[src/rtl/wisc_pkg.sv]
// Shared WISC ISA definitions: opcodes, field positions and the instruction encoder.
// Used by both the encoder front end and the decoder.
package wisc_pkg;

  localparam logic [3:0] OP_ADD    = 4'h0;
  localparam logic [3:0] OP_SUB    = 4'h1;
  localparam logic [3:0] OP_XOR    = 4'h2;
  localparam logic [3:0] OP_RED    = 4'h3;
  localparam logic [3:0] OP_SLL    = 4'h4;
  localparam logic [3:0] OP_SRA    = 4'h5;
  localparam logic [3:0] OP_ROR    = 4'h6;
  localparam logic [3:0] OP_PADDSB = 4'h7;
  localparam logic [3:0] OP_LW     = 4'h8;
  localparam logic [3:0] OP_SW     = 4'h9;
  localparam logic [3:0] OP_LLB    = 4'hA;
  localparam logic [3:0] OP_LHB    = 4'hB;
  localparam logic [3:0] OP_B      = 4'hC;
  localparam logic [3:0] OP_BR     = 4'hD;
  localparam logic [3:0] OP_PCS    = 4'hE;
  localparam logic [3:0] OP_HLT    = 4'hF;

  localparam int INSTR_W   = 16;
  localparam int OP_LSB    = 12;
  localparam int RD_LSB    = 8;
  localparam int RS_LSB    = 4;
  localparam int RT_LSB    = 0;
  localparam int OFF4_LSB  = 0;
  localparam int IMM8_LSB  = 0;
  localparam int COND_LSB  = 9;
  localparam int OFF9_LSB  = 0;
  // Memory ops place rt in the destination slot.
  localparam int MEMRT_LSB = 8;

  typedef struct packed {
    logic [3:0] opcode;
    logic [3:0] rd;
    logic [3:0] rs;
    logic [3:0] rt;
    logic [3:0] off4;
    logic [7:0] imm8;
    logic [8:0] off9;
    logic [2:0] cond;
  } instr_fields_t;

  function automatic logic [INSTR_W-1:0] encode(input instr_fields_t f);
    logic [INSTR_W-1:0] w;
    w = '0;
    w[OP_LSB +: 4] = f.opcode;
    case (f.opcode)
      OP_ADD, OP_SUB, OP_XOR, OP_RED, OP_PADDSB: begin
        w[RD_LSB +: 4] = f.rd;
        w[RS_LSB +: 4] = f.rs;
        w[RT_LSB +: 4] = f.rt;
      end
      OP_SLL, OP_SRA, OP_ROR: begin
        w[RD_LSB +: 4]   = f.rd;
        w[RS_LSB +: 4]   = f.rs;
        w[OFF4_LSB +: 4] = f.off4;
      end
      OP_LW, OP_SW: begin
        w[MEMRT_LSB +: 4] = f.rt;
        w[RS_LSB +: 4]    = f.rs;
        w[OFF4_LSB +: 4]  = f.off4;
      end
      OP_LLB, OP_LHB: begin
        w[RD_LSB +: 4]   = f.rd;
        w[IMM8_LSB +: 8] = f.imm8;
      end
      OP_B: begin
        w[COND_LSB +: 3] = f.cond;
        w[OFF9_LSB +: 9] = f.off9;
      end
      OP_BR: begin
        w[COND_LSB +: 3] = f.cond;
        w[RS_LSB +: 4]   = f.rs;
      end
      OP_PCS:  w[RD_LSB +: 4] = f.rd;
      default: ;
    endcase
    return w;
  endfunction

endpackage

[src/rtl/instr_fifo.sv]
// Non-bypassing circular FIFO; head reads zero when empty.
module instr_fifo #(
  parameter int DEPTH = 4,
  parameter int WIDTH = 16
) (
  input  logic                     clk,
  input  logic                     rst_n,
  input  logic                     i_push,
  input  logic [WIDTH-1:0]         i_wdata,
  input  logic                     i_pop,
  output logic [WIDTH-1:0]         o_rdata,
  output logic [$clog2(DEPTH):0]   o_count,
  output logic                     o_full,
  output logic                     o_empty
);
  localparam int AW = $clog2(DEPTH);
  localparam int CW = AW + 1;

  logic [WIDTH-1:0] r_mem [DEPTH];
  logic [AW-1:0]    r_wptr, r_rptr;
  logic [CW-1:0]    r_count;
  logic             w_push, w_pop;

  assign o_full  = (r_count == CW'(DEPTH));
  assign o_empty = (r_count == '0);
  assign w_push  = i_push & ~o_full;
  assign w_pop   = i_pop & ~o_empty;
  assign o_count = r_count;
  assign o_rdata = o_empty ? '0 : r_mem[r_rptr];

  // Storage is deliberately not reset; the empty mask hides stale entries.
  always_ff @(posedge clk) begin
    if (w_push) r_mem[r_wptr] <= i_wdata;
  end

  always_ff @(posedge clk) begin
    if (!rst_n) begin
      r_wptr  <= '0;
      r_rptr  <= '0;
      r_count <= '0;
    end else begin
      if (w_push) r_wptr <= (r_wptr == AW'(DEPTH-1)) ? '0 : r_wptr + 1'b1;
      if (w_pop)  r_rptr <= (r_rptr == AW'(DEPTH-1)) ? '0 : r_rptr + 1'b1;
      case ({w_push, w_pop})
        2'b10:   r_count <= r_count + 1'b1;
        2'b01:   r_count <= r_count - 1'b1;
        default: r_count <= r_count;
      endcase
    end
  end

endmodule

[src/rtl/instr_encoder.sv]
// Instruction encoder front end: encodes field requests into 16-bit words,
// queues them for the decoder and blocks input after an HLT until resumed.
module instr_encoder
  import wisc_pkg::*;
(
  input  logic        clk,
  input  logic        rst_n,
  input  logic        in_valid,
  output logic        in_ready,
  input  logic [3:0]  opcode,
  input  logic [3:0]  rd,
  input  logic [3:0]  rs,
  input  logic [3:0]  rt,
  input  logic [3:0]  offset_4bit,
  input  logic [7:0]  immediate_8bit,
  input  logic [8:0]  offset_9bit,
  input  logic [2:0]  condition,
  output logic        instr_valid,
  input  logic        instr_ready,
  output logic [15:0] instruction,
  output logic [2:0]  count,
  output logic        halted,
  input  logic        resume
);
  instr_fields_t      w_fields;
  logic [15:0]        w_word;
  logic               w_accept, w_hlt_acc, w_full, w_empty;
  logic               r_halted;

  assign w_fields = '{opcode: opcode, rd: rd, rs: rs, rt: rt, off4: offset_4bit,
                      imm8: immediate_8bit, off9: offset_9bit, cond: condition};
  assign w_word    = encode(w_fields);
  assign in_ready  = ~w_full & ~r_halted;
  assign w_accept  = in_valid & in_ready;
  assign w_hlt_acc = w_accept & (opcode == OP_HLT);

  // HLT acceptance takes priority over a coincident resume.
  always_ff @(posedge clk) begin
    if (!rst_n)         r_halted <= 1'b0;
    else if (w_hlt_acc) r_halted <= 1'b1;
    else if (resume)    r_halted <= 1'b0;
  end

  instr_fifo #(.DEPTH(4), .WIDTH(16)) u_fifo (
    .clk     (clk),
    .rst_n   (rst_n),
    .i_push  (w_accept),
    .i_wdata (w_word),
    .i_pop   (instr_ready),
    .o_rdata (instruction),
    .o_count (count),
    .o_full  (w_full),
    .o_empty (w_empty)
  );

  assign instr_valid = ~w_empty;
  assign halted      = r_halted;

endmodule
[config.mk]
export PLATFORM = sky130hd
export DESIGN_NAME = instr_encoder
export DESIGN_NICKNAME = d
export VERILOG_FILES = /design/src/rtl/wisc_pkg.sv /design/src/rtl/instr_fifo.sv /design/src/rtl/instr_encoder.sv
export SDC_FILE = /design/constraint.sdc
export NUM_CORES = 1
export LEC_CHECK = 0
export BUFFER_PORTS_ARGS = -buffer_cell sky130_fd_sc_hd__buf_2
export CAP_MARGIN = 20
export CELL_PAD_IN_SITES_DETAIL_PLACEMENT = 1
export CELL_PAD_IN_SITES_GLOBAL_PLACEMENT = 1
export CORE_UTILIZATION = 49
export DETAILED_ROUTE_END_ITERATION = 16
export GPL_ROUTABILITY_DRIVEN = 0
export HOLD_SLACK_MARGIN = 0.1
export PLACE_DENSITY = 0.95
export SETUP_SLACK_MARGIN = 0.3
export SLEW_MARGIN = 5
export SYNTH_ARGS = -nofsm -noshare
export SYNTH_HDL_FRONTEND = slang
export SYNTH_SLANG_ARGS = --single-unit
[constraint.sdc]
create_clock -name clk -period 3.9 [get_ports clk]
set_clock_uncertainty 0.05 [all_clocks]
set_input_delay 0.195 -clock clk [delete_from_list [all_inputs] [get_ports clk]]
set_output_delay 0.195 -clock clk [all_outputs]
set_load 0.02 [all_outputs]
Yosys cells after proc, flatten, opt, wreduce, memory -nomap -nowiden --
Memories as Yosys holds them, arrays and structs flattened. A register that Yosys moved wholly into a read port is not among the register bits. Cells that the tools add are included.
Word-level totals: register bits after elaboration 8, RAM bits 64, input bits 45, memories kept 1, output and inout port bits 22
Memory list:
- u_fifo.r_mem | words 4, width 16, rd ports 1, clocked after memory_dff 1, wr ports 1, RTL line instr_fifo.sv:19 | logic [WIDTH-1:0] r_mem [DEPTH];
Operators by class: mux-type cells 14, add/sub/neg operators 4, eq/ne operators 20, bitwise gates (word level) 8, reductions and logical operators 11
Operator list (count):
- equality test 4 bit (second input constant) | 8
- OR reduction 11 bit | 2
- equality test 4 x 3 -> 1 bit (second input constant) | 4
- 2-to-1 mux 16 bit | 1
- one-hot mux 4 bit (4 select lines) | 1
- one-hot mux 4 bit (3 select lines) | 1
- OR reduction 5 bit | 2
- one-hot mux 3 bit (3 select lines) | 1
- equality test 4 x 2 -> 1 bit (second input constant) | 2
- 2-to-1 mux 2 bit | 4
- equality test 2 bit (second input constant) | 3
- one-hot mux 3 bit (2 select lines) | 1
- OR reduction 2 bit | 3
- bitwise AND 1 bit | 5
- adder 2 x 1 -> 2 bit (second input constant) | 2
- equality test 4 x 1 -> 1 bit (second input constant) | 1
- logical NOT 4 bit | 1
- 2-to-1 mux 1 bit | 4
- nonzero test 2 bit | 2
- adder 3 x 1 -> 3 bit (second input constant) | 1
- equality test 3 bit (second input constant) | 1
- logical NOT 3 bit | 1
- inverter 1 bit | 3
- one-hot mux 1 bit (3 select lines) | 1
- other kinds (2) | 2

Longest topological paths before layout --
depth after elaboration 7, depth in mapped cells 9, mapped depth without buffers 9

Modules after synthesis --
Synthesis repeated with hierarchy kept, for this count alone.
Unflattened totals: cells, all modules 215, area total of the unflattened synthesis 3473.3 sq um
Modules (own cells, without submodules):
- instr_fifo | sequential area each 2102.0 sq um, instances 1, area each 3025.4 sq um, cells an instance 157
- instr_encoder | sequential area each 20.0 sq um, instances 1, area each 447.9 sq um, cells an instance 58

Worst setup path before layout --
OpenSTA, ideal clock, no wires.
kind register to register, from reg u_fifo.r_count[2], in the netlist u_fifo.o_count[2], to reg u_fifo.r_count[2], in the netlist u_fifo.o_count[2], library setup time 0.076 ns, path buffers 0, arrival 2.165 ns, required time 3.774 ns, slack 1.609 ns, period minus slack after synthesis 2.291 ns, stages on the path, launching flop included 10, path through dfxtp_1 -> nor3b_1 -> nor3b_2 -> inv_1 -> ha_1 -> inv_1 -> fa_1 -> xor2_1 -> or3_1 -> a21boi_0
On the way: cells in the longest elaborated chain, start to end 7
Ends and longest elaborated chain:
- from (decl) | RTL line instr_fifo.sv:21 | logic [CW-1:0] r_count;
- from (signal assigned) | RTL line instr_fifo.sv:45 | 2'b10: r_count <= r_count + 1'b1;
- from (signal assigned) | RTL line instr_fifo.sv:46 | 2'b01: r_count <= r_count - 1'b1;
- from (signal assigned) | RTL line instr_fifo.sv:47 | default: r_count <= r_count;
- equality test 3 bit | RTL line instr_fifo.sv:24 | assign o_full = (r_count == CW'(DEPTH));
- inverter 1 bit | RTL line instr_fifo.sv:26, instr_encoder.sv:33
- bitwise AND 1 bit | RTL line instr_encoder.sv:33 | assign in_ready = ~w_full & ~r_halted;
- bitwise AND 1 bit | RTL line instr_encoder.sv:34 | assign w_accept = in_valid & in_ready;
- bitwise AND 1 bit | RTL line instr_fifo.sv:26 | assign w_push = i_push & ~o_full;
- equality test 2 x 1 -> 1 bit or equality test 2 bit (tied branches) | RTL line instr_fifo.sv:44 | case ({w_push, w_pop})
- one-hot mux 3 bit (2 select lines) or nonzero test 2 bit (tied branches)
Several ways; a longest one is shown, not always the timed one. A chain may end at the register's enable or synchronous reset.

Final worst setup path --
Ends and elaborated chain as after synthesis.

==> results.ini <==
[setup_path]
slowest_stage = dfxtp_1
critPathBufInv = 2
crit_fanout = 8
cp-startpoint = u_fifo.o_count[2]$_SDFFE_PN0P_
critical_path_required_ns = 4.10
worstRegToRegCells = 9
path_delay_family = simple AND/OR/NAND/NOR gates
crit_type = register to register
path_cells = nor3b_1 -> nor3b_2 -> inv_1 -> ha_1 -> inv_1 -> fa_1 -> xor2_1 -> or3_1 -> a21boi_0
startpoint_type = register
crit_path_end_kind = register
reg2reg_slack_ns = 1.36
crit_top_cell = inv_1
cpPeakStageDelay_ns = 0.46
crit_arrival_ns = 2.74
r2r-start = u_fifo.o_count[2]$_SDFFE_PN0P_
r2r_end = u_fifo.o_count[2]$_SDFFE_PN0P_

[die]
start_util_pct = 52.0
ioPinCount = 67
dieHeight_um = 85.0
die_x_um = 85.0
core-area_um2 = 6490
die-area_um2 = 7230
row_count = 29

[global_routing]
top_usage_layer = met2
grtUsageMet3_pct = 6.03
grt_pass1_vias = 2262
use_met2_pct = 43.2
grt_first_pass_wirelength_um = 12800
grt_max_degree = 24
grt.total_usage_pct = 25.1
antenna_found_initial = 0
grt_util_met1_pct = 30.9
overflow = 0

[cells_and_area]
drive_gt1_share_pct = 38.4
seqCellArea_um2 = 2120
antenna_cells = 0
fin_area_um2 = 3990
layout_common_cells = 66 x buf_2, 64 x edfxtp_1, 18 x nor2b_1
syn_to_final_growth_pct = 18.1
fill_cells = 643
multiInputGateArea_um2 = 1130
final_common_cell = buf_2
nNetsFinal = 328

[logic_synthesis]
synthesis.nets = 261
syn-cell-area_um2 = 3380
ys_ff_latch = 74
postSynthAreaPerCell_um2 = 16.2
ys_types = 40
synth-seq-area-share_pct = 62.8
yosys_warnings = 0
synthCells = 209

[power_and_ir_drop]
powerDensity_nw_per_um2 = 644
irDropWorstVdd_v = 0.000311
power.leakage_uw = 0.00155

[sta]
fin_crit_ns = 2.54
min_period_over_period_pct = 65.3
hold_viol_final = 0
rsz0062_at_grt = false
finalSetupViolCount = 0
maxSlewHeadroom_pct = 38.1
max_slew.worst_pin.slew_ns = 0.928
fin_setup_tns_ns = 0
slew_violations = 0
fmax_ghz = 0.393

[worst_hold_path]
hold-path-cell-count = 1
holdPathEnd = u_fifo.r_mem[3][12]$_DFFE_PP_
min-delay-start = opcode[0]
hold_path_class = input pin to register

[detailed_routing]
vias_per_cell = 5.93
wl_per_cell_um = 23.2
vias = 2124
drc = 0
drt_iter0_drc = 184
first_pass_iters = 4
wirelength_um = 8320
ant_nets = 0

[place]
placed_cell_area_um2 = 3720
numPortBuffers = 66
hpwl_um = 5640

[job]
drv_cap = 0

[run_status]
status = finished, final reports clean

[cts]
clkTransAtPathRegs_ns = 0.08
cts_setup_buffers = 0
ctsHoldBuffers = 0
cts_root_buf = clkbuf_8
htreeDepth = 3
cts_buffers = 9
cts.path.max_buffers = 2
cts_tree = built
insertion_delay_ns = 0.33
cts_resized = 0
clkSinkCount = 74

[routing by layer]
layer	part of all wire [%]	vias to the layer above
met5	0	-
met4	1.5	0
met3	5.7	8
met2	53	100
met1	39	1063
li1	-	953
[sequential cells by signal (all words and copies together) (netlist names), named ones only]
register        cells
u_fifo.o_count      3
u_fifo.r_mem       64
u_fifo.r_wptr       2
u_fifo.r_rptr       2
halted              1
[worst max path at each step]
stage                                                 to  depth (start not counted)  slack [ns]
after global placement    u_fifo.o_count[2]$_SDFFE_PN0P_                          9        1.66
after CTS                 u_fifo.o_count[2]$_SDFFE_PN0P_                          9        1.37
after detailed placement  u_fifo.o_count[2]$_SDFFE_PN0P_                          9        1.44
after global routing      u_fifo.o_count[2]$_SDFFE_PN0P_                          9        1.20
final                     u_fifo.o_count[2]$_SDFFE_PN0P_                          9        1.36
after floorplan           u_fifo.o_count[2]$_SDFFE_PN0P_                          9        1.61
[metrics by stage]
step           hold slack [ns]  util, %  setup slack, ns  power [uW]  cells
5_1_grt                  0.105     61.4             1.20        2680    358
2_1_floorplan            0.244        -             1.61        1560    209
4_1_cts                  0.116     61.3             1.37        2580    357
6_report                 0.121     61.4             1.36        2570    358
3_5_place_dp             0.443     57.3             1.44        1810    341
3_3_place_gp             0.431     57.3             1.66        1740    341
[synthesized netlist by cell type, drive strengths merged]
cell type   n  area [um^2]
a21boi      2         15.0
a21o        1         7.51
a221o      11          115
a22o        8         70.1
a31oi       1         6.26
a41o        1         10.0
and2        6         37.5
and2b       1         8.76
and3        5         32.5
and3b       4         35.0
and4bb      1         12.5
buf         8         73.8
clkbuf      4         16.3
dfxtp      10          200
edfxtp     64         1920
fa          1         20.0
ha          6         75.1
inv         9         33.8
mux2i       3         30.0
mux4       16          360
nand2       9         33.8
nor2        4         15.0
nor2b      19          126
nor3        1         10.0
nor3b       2         20.0
o21ai       4         20.0
o2bb2ai     1         8.76
o31ai       1         12.5
or3         2         12.5
or4b        1         10.0
xnor2       2         17.5
xor2        1         8.76
[logic make-up after synthesis]
kind of cell,share of synthesized area [%]
AOI/OAI and AO/OA,7.86
xor gates and xnor gates,0.778
adders and majority gates,2.82
buffers and inverters,3.67
DFF,62.8
muxes,11.6
and+or+nand+nor,10.5
[area by class of cell]
| type | count | share of cell area (%) |
|---|---|---|
| clock buffers | 11 | 3.29 |
| clock inverters | 5 | 3.23 |
| inverters | 9 | 0.847 |
| multi-input cells | 114 | 28.4 |
| flip-flops and latches | 74 | 53.2 |
| well taps | 77 | 2.42 |
| repair buffers | 68 | 8.66 |
[power breakdown]
part	internal [uW]	switching [uW]	leakage, uW
Clock	492	271	0.000128
Sequential	972	61.5	0.000673
Combinational	320	453	0.000753
Total	1780	786	0.00155
No activity file was read; power rests on OpenSTA's default activity.
